<file path="src/rtl/branch_seq_decoder.sv">
// rtl/branch_seq_decoder.sv - multi-cycle branch sequencer driving the 33-bit control word and PC offset
module branch_seq_decoder #(
    parameter int DATA_WIDTH = 64,
    parameter int LINK_REG   = 30,
    parameter bit COND_EN    = 1'b1
) (
    input  logic                  clock,
    input  logic                  reset,
    input  logic                  start,
    input  logic [31:0]           I,
    input  logic [4:0]            status,
    input  logic                  alu_zero,
    output logic [32:0]           cw_IW,
    output logic [DATA_WIDTH-1:0] K,
    output logic                  busy,
    output logic                  done,
    output logic                  illegal
);

    typedef enum logic [1:0] {
        S_IDLE,
        S_LINK,
        S_TEST,
        S_EXEC
    } state_t;

    typedef enum logic [2:0] {
        OP_B,
        OP_BL,
        OP_BR,
        OP_CBZ,
        OP_CBNZ,
        OP_BCOND,
        OP_ILL
    } op_t;

    localparam logic [4:0] LINK_DA = LINK_REG[4:0];

    state_t      state_q, state_d;
    op_t         op_q, op_dec;
    logic [25:0] instr_q;
    logic        taken_q;

    // Flag bit 4 is reserved and never consulted.
    logic unused_status;
    assign unused_status = status[4];

    always_comb begin
        op_dec = OP_ILL;
        if (I[31:26] == 6'b000101) begin
            op_dec = OP_B;
        end else if (I[31:26] == 6'b100101) begin
            op_dec = OP_BL;
        end else if (I[31:24] == 8'b10110100) begin
            op_dec = OP_CBZ;
        end else if (I[31:24] == 8'b10110101) begin
            op_dec = OP_CBNZ;
        end else if (COND_EN && I[31:24] == 8'b01010100) begin
            op_dec = OP_BCOND;
        end else if (I[31:21] == 11'b11010110000) begin
            op_dec = OP_BR;
        end
    end

    always_comb begin
        state_d = state_q;
        case (state_q)
            S_IDLE: begin
                if (start) begin
                    case (op_dec)
                        OP_BL:           state_d = S_LINK;
                        OP_CBZ, OP_CBNZ: state_d = S_TEST;
                        default:         state_d = S_EXEC;
                    endcase
                end
            end
            S_LINK:  state_d = S_EXEC;
            S_TEST:  state_d = S_EXEC;
            default: state_d = S_IDLE;
        endcase
    end

    always_ff @(posedge clock) begin
        if (reset) begin
            state_q <= S_IDLE;
            op_q    <= OP_ILL;
            instr_q <= '0;
            taken_q <= 1'b0;
        end else begin
            state_q <= state_d;
            if (state_q == S_IDLE && start) begin
                op_q    <= op_dec;
                instr_q <= I[25:0];
            end
            if (state_q == S_TEST) begin
                taken_q <= (op_q == OP_CBZ) ? alu_zero : ~alu_zero;
            end
        end
    end

    function automatic logic cond_eval(input logic [3:0] cond, input logic [4:0] flags);
        logic z, n, c, v, r;
        z = flags[0];
        n = flags[1];
        c = flags[2];
        v = flags[3];
        case (cond[3:1])
            3'd0:    r = z;
            3'd1:    r = c;
            3'd2:    r = n;
            3'd3:    r = v;
            3'd4:    r = c & ~z;
            3'd5:    r = (n == v);
            3'd6:    r = ~z & (n == v);
            default: r = 1'b1;
        endcase
        // Odd codes invert their even partner, except 15 which is still "always".
        if (cond[0] && cond[3:1] != 3'd7) begin
            r = ~r;
        end
        return r;
    endfunction

    logic [DATA_WIDTH-1:0] k_imm26, k_imm19;
    assign k_imm26 = {{(DATA_WIDTH-28){instr_q[25]}}, instr_q[25:0], 2'b00};
    assign k_imm19 = {{(DATA_WIDTH-21){instr_q[23]}}, instr_q[23:5], 2'b00};

    always_comb begin
        K = '0;
        if (state_q != S_IDLE) begin
            case (op_q)
                OP_B, OP_BL:                 K = k_imm26;
                OP_CBZ, OP_CBNZ, OP_BCOND:   K = k_imm19;
                default:                     K = '0;
            endcase
        end
    end

    logic       alu_en, alu_bs, rf_b_en, rf_w, ram_en, ram_w, pc_en, pc_is, status_ld;
    logic [4:0] alu_fs, rf_sa, rf_sb, rf_da;
    logic [1:0] pc_fs, next_st;

    always_comb begin
        alu_en    = 1'b0;
        alu_bs    = 1'b0;
        alu_fs    = 5'b11111;
        rf_b_en   = 1'b0;
        rf_sa     = 5'd31;
        rf_sb     = 5'd31;
        rf_da     = 5'd31;
        rf_w      = 1'b0;
        ram_en    = 1'b0;
        ram_w     = 1'b0;
        pc_en     = 1'b0;
        pc_fs     = 2'b00;
        pc_is     = 1'b0;
        status_ld = 1'b0;
        next_st   = 2'b00;
        done      = 1'b0;
        illegal   = 1'b0;
        case (state_q)
            S_LINK: begin
                // PC+4 is driven onto the databus and captured as the return address.
                pc_en   = 1'b1;
                rf_da   = LINK_DA;
                rf_w    = 1'b1;
                next_st = 2'b01;
            end
            S_TEST: begin
                rf_sa   = instr_q[4:0];
                alu_fs  = 5'b01000;
                next_st = 2'b01;
            end
            S_EXEC: begin
                done = 1'b1;
                case (op_q)
                    OP_B, OP_BL: pc_fs = 2'b10;
                    OP_BR: begin
                        rf_sa = instr_q[9:5];
                        pc_fs = 2'b11;
                        pc_is = 1'b1;
                    end
                    OP_CBZ, OP_CBNZ: pc_fs = taken_q ? 2'b10 : 2'b01;
                    OP_BCOND: pc_fs = cond_eval(instr_q[3:0], status) ? 2'b10 : 2'b01;
                    default: begin
                        pc_fs   = 2'b01;
                        illegal = 1'b1;
                    end
                endcase
            end
            default: ;
        endcase
    end

    assign cw_IW = {alu_en, alu_bs, alu_fs, rf_b_en, rf_sa, rf_sb, rf_da, rf_w,
                    ram_en, ram_w, pc_en, pc_fs, pc_is, status_ld, next_st};
    assign busy  = (state_q != S_IDLE);

endmodule

</file>
<file path="config.mk">
export PLATFORM = sky130hd
export DESIGN_NAME = branch_seq_decoder
export DESIGN_NICKNAME = d
export VERILOG_FILES = /design/src/rtl/branch_seq_decoder.sv
export SDC_FILE = /design/constraint.sdc
export NUM_CORES = 1
export LEC_CHECK = 0
export ABC_AREA = 1
export CORE_UTILIZATION = 42
export DETAILED_ROUTE_END_ITERATION = 6
export PLACE_DENSITY = 0.87
export SLEW_MARGIN = 30
export SYNTH_ARGS = -nofsm -noshare
export SYNTH_HDL_FRONTEND = slang
export SYNTH_SLANG_ARGS = --single-unit
</file>
<file path="constraint.sdc">
create_clock -name clock -period 6.95 [get_ports clock]
set_clock_uncertainty 0.2 [all_clocks]
set_input_delay 2.085 -clock clock [delete_from_list [all_inputs] [get_ports clock]]
set_output_delay 2.085 -clock clock [all_outputs]
set_load 0.05 [all_outputs]
</file>
Word-level counts from Yosys, hierarchy flattened

Index checks and enable logic that the tools add are counted.

Flip-flop bits (word level): 32
Bits in latches: 0
Bits in writable memories: 0
Memory bits (read-only): 0
Input bits: 41
Output and inout bits: 100
Logic and storage cells: 80
Memories: 0

Add/subtract/negate cells: 0
Multiply operators: 0
Divide/modulo/power cells: 0
Magnitude comparators: 0
Eq/ne operators: 26
Shift-type cells: 0
Mux-type cells: 33
Bitwise logic cells: 5
Reductions and logical operators: 12

Operators by type and width:

| operator                                                         | number |
|---|---|
| 64-bit one-hot mux with 2 select lines                           | 1 |
| 64-bit 2-to-1 mux                                                | 1 |
| 3-bit == test (second input constant)                            | 6 |
| 3-bit 2-to-1 mux                                                 | 6 |
| 8-bit == test (second input constant)                            | 2 |
| 3-bit by 2-bit == test with 1-bit output (second input constant) | 5 |
| 1-bit 2-to-1 mux                                                 | 14 |
| 11-bit == test (second input constant)                           | 1 |
| 5-bit 2-to-1 mux                                                 | 2 |
| 5-bit one-hot mux with 2 select lines                            | 1 |
| 3-bit by 1-bit == test with 1-bit output (second input constant) | 3 |
| 8-bit by 7-bit == test with 1-bit output (second input constant) | 1 |
| 2-bit 2-to-1 mux                                                 | 4 |
| 2-bit one-hot mux with 2 select lines                            | 2 |
| 2-bit one-hot mux with 4 select lines                            | 1 |
| 2-bit OR reduction                                               | 4 |
| 1-bit one-hot mux with 7 select lines                            | 1 |
| 6-bit by 3-bit == test with 1-bit output (second input constant) | 1 |
| 6-bit == test (second input constant)                            | 1 |
| 3-bit logical NOT                                                | 2 |
| 6-bit OR reduction                                               | 1 |
| 2-bit == test (second input constant)                            | 2 |
| 3-bit != test (second input constant)                            | 1 |
| 1-bit inverter                                                   | 3 |
| 8 further kinds                                                  | 10 |

Logic depth before layout (Yosys ltp)

Gate-level depths: netlist of the first run.

Depth after elaboration: 12
Depth in mapped cells: 13
Mapped depth without buffers: 13

Worst setup path after synthesis of the first run

OpenSTA, ideal clock, no wires.

Kind: reg-to-output
From: register op_q[2]
To: output port K[28]
Arrival: 3.494 ns
Required time: 4.665 ns
Setup slack: 1.171 ns
Stages on the path, launching flop included: 10
Buffers on the path: 3
Cells stage by stage: dfxtp_1 buf_2 nor2_4 nor2_2 nand2_2 inv_2 buf_6 nand2_2 a21oi_1 buf_4

Word-level cells in the longest chain between the ends: 4
Elaborated cells on any way between the ends: 9
Classes of those cells: eq/ne: 4; mux: 2; reduce/logical: 3

Ends and longest elaborated chain:

| element                                                          | line | source |
|---|---|---|
| start, declared                                                  | 40   | `op_t op_q, op_dec;` |
| start signal, assigned                                           | 92   | `op_q <= op_dec;` |
| 3-bit by 2-bit == test with 1-bit output (tied with other cells) | 131  | `case (op_q)` |
| 3-bit OR reduction or 2-bit OR reduction (tied branches)         | 131  |  |
| 64-bit one-hot mux with 2 select lines *                         | 131  |  |
| 64-bit 2-to-1 mux *                                              | 130  | `if (state_q != S_IDLE) begin` |
| end, declared                                                    | 14   | `output logic [DATA_WIDTH-1:0] K,` |

Mark *: on every way between the ends. The rest lies on a longest branch, timed or not.

Final worst setup path of the first run

From: input port status[2]
To: output port cw_IW[4]

Word-level cells in the longest chain between the ends: 11

Ends and longest elaborated chain:

| element                                 | line | source |
|---|---|---|
| start, declared                         | 11   | `input logic [4:0] status,` |
| 1-bit AND                               | 112  | `3'd4: r = c & ~z;` |
| 1-bit one-hot mux with 7 select lines * | 107  | `case (cond[3:1])` |
| 1-bit 2-to-1 mux *                      | 176  | `case (op_q)` |
| 1-bit 2-to-1 mux *                      | 161  | `case (state_q)` |
| 1-bit inverter                          | 119  | `r = ~r;` |
| 1-bit 2-to-1 mux *                      | 118  | `if (cond[0] && cond[3:1] != 3'd7) begin` |
| 1-bit 2-to-1 mux *                      | 176  |  |
| 1-bit 2-to-1 mux *                      | 161  |  |
| 2-bit 2-to-1 mux *                      | 184  | `OP_BCOND: pc_fs = cond_eval(instr_q[3:0], status) ? 2'b10 : 2'b01;` |
| 2-bit one-hot mux with 4 select lines * | 176  |  |
| 2-bit 2-to-1 mux *                      | 161  |  |
| end, declared                           | 13   | `output logic [32:0] cw_IW,` |

Mark *: on every way between the ends. The rest lies on a longest branch, timed or not. The select of a mux whose other input is x is not followed.

==> flow_summary.toml, run 1 <==
[route]
wl_met2_mm = 3.176
routed_wirelength_mm = 6.482
drc = 0
dr.pass1.iters = 4
wl_met3_um = 473
routedWlPerCell_um = 12.07
via_count = 2523
drtAntennaViolNets = 0
highest_layer = "met4"
met1_length_mm = 2.758
viasPerCell = 4.698
drt-initial-drc-count = 119

[placed_design]
dp_cells = 529
place_congestion = 0.8673
io_buffers = 120
dp_slack_ns = 0.5392
dp_hpwl_mm = 4.821

[sta]
rsz0062_at_grt = "no"
setup_violations = 0
whs_ns = 0.3075
tightest_slew_ns = 0.6772
max_freq_mhz = 156.1
layout_min_cycle_time_ns = 6.404
hold_viol_final = 0
fin_setup_tns_ns = 0
fin_ws_ns = 0.5456
worst_slew_margin_rel_pct = 54.58
drv_slew = 0
period_share_pct = 92.15

[final_layout]
synthToLayoutAreaGrowth_pct = 38.63
layout.cells.non_filler = 537
layout-drive-gt1-share_pct = 4.516
diodes = 0
nNetsFinal = 509

[global_routing]
grt_util_all_layers_pct = 21.17
grt_max_degree = 38
grt_overflow = 0
antenna_found_initial = 0
grt_pass1_vias = 2269
grt_pass1_wl_mm = 10.36

[clocking]
clk_pin_slew_ns = 0.07
cts_root_buffer = "clkbuf_8"
clkSinkCount = 32
clock_latency_ns = 0.28
h-tree-depth = 2
cts_buffers = 5
tritoncts = "yes"
cts_resized = 0
cts.path.max_buffers = 2
cts_hold_buf = 0
cts_setup_buffers = 0

[power]
ir_worst_vdd_mv = 0.2124
p_int_uw = 570.4
p_per_area_nw_per_um2 = 374.2
p_sw_uw = 700.0
pwr-share-clk_pct = 11.7
p_leak_nw = 1.337
combPwrFrac_pct = 64.7
fin_total_pwr_mw = 1.270
seqPwrFrac_pct = 23.6
swShare_pct = 55.10

[worst_setup_path]
start_kind = "input pin"
reg2reg_to = "op_q[0]"
crit_family = "buffers and inverters"
crit_chain = "clkdlybuf4s50_1, inv_1, o21ai_0, o211ai_1, nand3_1, nand2_1, nand2_1, nand4_1, a21oi_2, clkdlybuf4s50_1"
worst-path-buf-inv = 3
reg2regPathDepth = 7
arrival_ns = 4.12
critPathMaxFanout = 2
crit_type = "input pin to output port"
cpMaxStageDelayCell = "clkdlybuf4s50_1"
end_kind = "output port"
r2r_slack_ns = 3.94
reg2reg_from = "state_q[0]"
required_ns = 4.66
cp_slowest_stage_delay_ns = 0.80

[yosys]
ys_types = 25
ys_ff_latch = 32
netlist_instances = 394
syn_avg_cell_area_um2 = 6.215
syn-cell-area_um2 = 2449
yosysSeqAreaShare_pct = 26.16
ys_warn_count = 0

[worst_hold_path]
min_from = "instr_q[20]"
holdPathEnd = "instr_q[20]"
hold_class = "flip-flop to flip-flop"
holdPathStages = 2

[floorplan]
core.rowCount = 27
start_util_pct = 43.93
num_io_pins = 141
core_area_um2 = 5574
fp.dieH_um = 78.36
chipWidth_um = 78.36
die_area_um2 = 6140

[status]
outcome = "finished clean"

[flow_run]
max_cap_violations = 0
[synthesized netlist by cell type]
library cell	instances	share of area, %
o211ai_1	5	1.5
clkbuf_1	12	1.8
nand4_1	1	0.26
nor2_4	1	0.46
a21oi_1	42	8.6
nand2_1	86	13
a21boi_0	1	0.31
ha_1	4	2.0
o21ai_0	38	7.8
conb_1	2	0.31
inv_1	27	4.1
a21oi_2	1	0.36
buf_6	1	0.46
inv_2	3	0.46
o21ai_2	1	0.36
nor3_2	1	0.41
xnor2_1	1	0.36
clkinv_1	2	0.31
nor2_2	1	0.26
nand2_2	2	0.51
buf_2	2	0.41
buf_4	61	19
nor2_1	56	8.6
nand3_1	11	2.2
dfxtp_1	32	26
[through the flow]
step | area [um^2] | utilization (%)
final | 3395 | 60.90
after global routing | 3395 | 60.90
after CTS | 3392 | 60.85
after detailed placement | 3298 | 59.17
after global placement | 3298 | 59.17
after floorplan | 2512 | -
[kinds of logic after synthesis]
family	after synthesis	share of synthesized area [%]
buf+inv	108	26.32
other cells	2	0.3067
simple gates	159	25.91
flops	32	26.16
compound gates	88	18.91
fa+ha+maj	4	2.044
xor+xnor	1	0.3578
[power groups by stage]
stage	clock network, mW	logic (mW)	registers (mW)
after floorplan	0	0.654	0.283
after global placement	0	0.810	0.299
after detailed placement	0	0.822	0.302
after CTS	0.152	0.823	0.299
after global routing	0.161	0.874	0.309
final	0.149	0.821	0.300
[cell type report]
type                            instances  area [um^2]
Fill cell                             532         2180
Timing Repair Buffer                  122         1216
Sequential cell                        32        640.6
Clock inverter                          1        7.507
Clock buffer                            7        86.33
Multi-Input combinational cell        271         1234
Inverter                               32        120.1
Tap cell                               72        90.09
[tightest hold or removal path: stages, from the launching register on]
cell and delay, ns:
dfxtp_1 0.32, nor2_1 0.10, nor2_1 0.05
[sequential cells by signal, summed over array words and instances (netlist names)]
register,cells
instr_q,26
op_q,3
state_q,2
taken_q,1
[cell usage in the layout, fill, tap and decap left out]
| cell type | synthesis | routed |
|---|---|---|
| a21boi_0 | 1 | 1 |
| a21oi_1 | 42 | 41 |
| a21oi_2 | 1 | 2 |
| buf_4 | 61 | 2 |
| clkbuf_1 | 12 | 1 |
| clkbuf_8 | 0 | 6 |
| clkdlybuf4s50_1 | 0 | 120 |
| clkinv_1 | 2 | 2 |
| clkinvlp_4 | 0 | 1 |
| conb_1 | 2 | 19 |
| dfxtp_1 | 32 | 32 |
| ha_1 | 4 | 4 |
| inv_1 | 27 | 27 |
| inv_2 | 3 | 3 |
| nand2_1 | 86 | 85 |
| nand2_2 | 2 | 3 |
| nand3_1 | 11 | 11 |
| nand4_1 | 1 | 1 |
| nor2_1 | 56 | 56 |
| nor2_2 | 1 | 1 |
| nor2_4 | 1 | 1 |
| nor3_2 | 1 | 1 |
| o211ai_1 | 5 | 5 |
| o21ai_0 | 38 | 38 |
| o21ai_2 | 1 | 1 |
| xnor2_1 | 1 | 1 |
[how the worst max path moves through the flow]
stage | start | to | cells after the start
floorplan | op_q[2] | K[28] | 9
global placement | status[2] | cw_IW[5] | 10
detailed placement | status[2] | cw_IW[4] | 10
CTS | status[2] | cw_IW[4] | 10
global route | status[2] | cw_IW[4] | 10
finish | status[2] | cw_IW[4] | 10
[routing by layer]
layer / vias to the layer above / GRT usage, %
met5: - / 0
met4: 0 / 5.741
met3: 7 / 5.116
met2: 110 / 38.51
met1: 1104 / 24.49
li1: 1302 / -
Power figures use the tool's default switching activity.
==> inputs of run 2 (changes only) <==
CORE_MARGIN = 2   (was default)
==> run 2 against run 1 <==
Critical endpoint is now cw_IW[5]. Register-to-register slack better by 0.12 ns. Flip-flop and latch count did not move. Core utilization fell by 0.090 points. Setup slack got worse by 0.011 ns.
==> flow_summary.toml, run 2 (synthesis gave the netlist of run 1 again) <==
[worst_setup_path]
start_kind = "input pin"
crit_type = "input pin to output port"
arrival_ns = 4.13
r2r_slack_ns = 4.06
reg2regPathDepth = 6
required_ns = 4.66
critPathMaxFanout = 2
end_kind = "output port"

[final_layout]
reg_top3 = "instr_q: 26 flops, op_q: 3 flops, state_q: 2 flops"
nNetsFinal = 508
layout_commonest_cell = "clkdlybuf4s50_1"
diodes = 0
layout-drive-gt1-share_pct = 4.526
layout.cells.non_filler = 536
final_cell_mix = "clkdlybuf4s50_1 (120), nand2_1 (85), nor2_1 (56), a21oi_1 (41), o21ai_0 (38)"
largest_reg_flops = 26
synthToLayoutAreaGrowth_pct = 38.43
largest-register = "instr_q"

[floorplan]
core.rowCount = 27
num_io_pins = 141
core_area_um2 = 5574
chipWidth_um = 80.36
fp.dieH_um = 80.36
die_area_um2 = 6457
start_util_pct = 43.93

[clocking]
tritoncts = "yes"
cts_root_buffer = "clkbuf_8"
cts_resized = 0
cts.path.max_buffers = 2
clk_pin_slew_ns = 0.07
cts_hold_buf = 0
h-tree-depth = 2
clkSinkCount = 32
clock_latency_ns = 0.27
cts_setup_buffers = 0
cts_buffers = 5

[route]
routedWlPerCell_um = 12.22
drtAntennaViolNets = 0
via_count = 2529
drc = 0
routed_wirelength_mm = 6.551
viasPerCell = 4.718
drt-initial-drc-count = 127
dr.pass1.iters = 5

[sta]
tightest_slew_ns = 0.7064
worst_slew_margin_rel_pct = 52.61
period_share_pct = 92.31
drv_slew = 0
rsz0062_at_grt = "no"
fin_setup_tns_ns = 0
max_freq_mhz = 155.9
setup_violations = 0
hold_viol_final = 0
layout_min_cycle_time_ns = 6.416

[placed_design]
dp_hpwl_mm = 4.893
io_buffers = 120
place_congestion = 0.8206
dp_cells = 528

[global_routing]
grt_util_all_layers_pct = 19.83
grt_max_degree = 38
grt_overflow = 0
antenna_found_initial = 0
grt_pass1_wl_mm = 10.23
grt_pass1_vias = 2326

[flow_run]
max_cap_violations = 0

[power]
ir_worst_vdd_mv = 0.1943
p_per_area_nw_per_um2 = 373.0
p_leak_nw = 1.331

[status]
outcome = "finished clean"

[worst_hold_path]
holdPathStages = 2
hold_class = "flip-flop to flip-flop"
==> run 2: metal layers <==
layer	part of all wire, %	routed length (um)	up-vias	track usage (%)
met5	0	0	-	0
met4	1.8	116	0	7.288
met3	7.7	506	12	5.056
met2	47	3084	109	33.83
met1	43	2844	1099	23.88
li1	-	-	1309	-
==> run 2: report_power, final <==
group | switching [mW] | internal (mW) | total (mW) | leakage (nW)
Sequential | 0.0563 | 0.242 | 0.298 | 0.265
Combinational | 0.571 | 0.247 | 0.818 | 1.02
Clock | 0.0678 | 0.0804 | 0.148 | 0.0445
Total | 0.695 | 0.569 | 1.26 | 1.33
==> run 2: final timing paths <==
path                                  start           to
worst max-delay path              status[2]     cw_IW[5]
worst min-delay path            instr_q[12]  instr_q[12]
worst max register to register   state_q[0]  instr_q[25]
worst min register to register  instr_q[12]  instr_q[12]
==> run 2: metrics by stage <==
stage	power (mW)	setup WS (ns)	util (%)	hold slack, ns	area, um^2
final	1.264	0.5342	60.81	0.3099	3390
after global routing	1.344	0.3007	60.81	0.3332	3390
after CTS	1.270	0.5312	60.76	0.3086	3387
after detailed placement	1.120	0.5421	59.08	0.2987	3293
after global placement	1.103	0.5775	59.03	0.2902	3291
after floorplan	0.9372	1.171	-	0.2702	2512
==> run 2: final cells by class <==
type	count	area, um^2
clock buffer	7	86.33
clock inverter	1	7.507
fill	532	2185
inverter	32	120.1
multi-input combinational	271	1236
sequential	32	640.6
tap	72	90.09
timing repair buffer	121	1209
==> run 2: worst max-delay path, stage by stage <==
cell and delay [ns]:
clkdlybuf4s50_1 0.45, inv_1 0.05, o21ai_0 0.14, o211ai_1 0.11
nand3_1 0.10, nand3_1 0.11, nand3_1 0.09, nand2_1 0.05
a21oi_1 0.13, clkdlybuf4s50_1 0.82
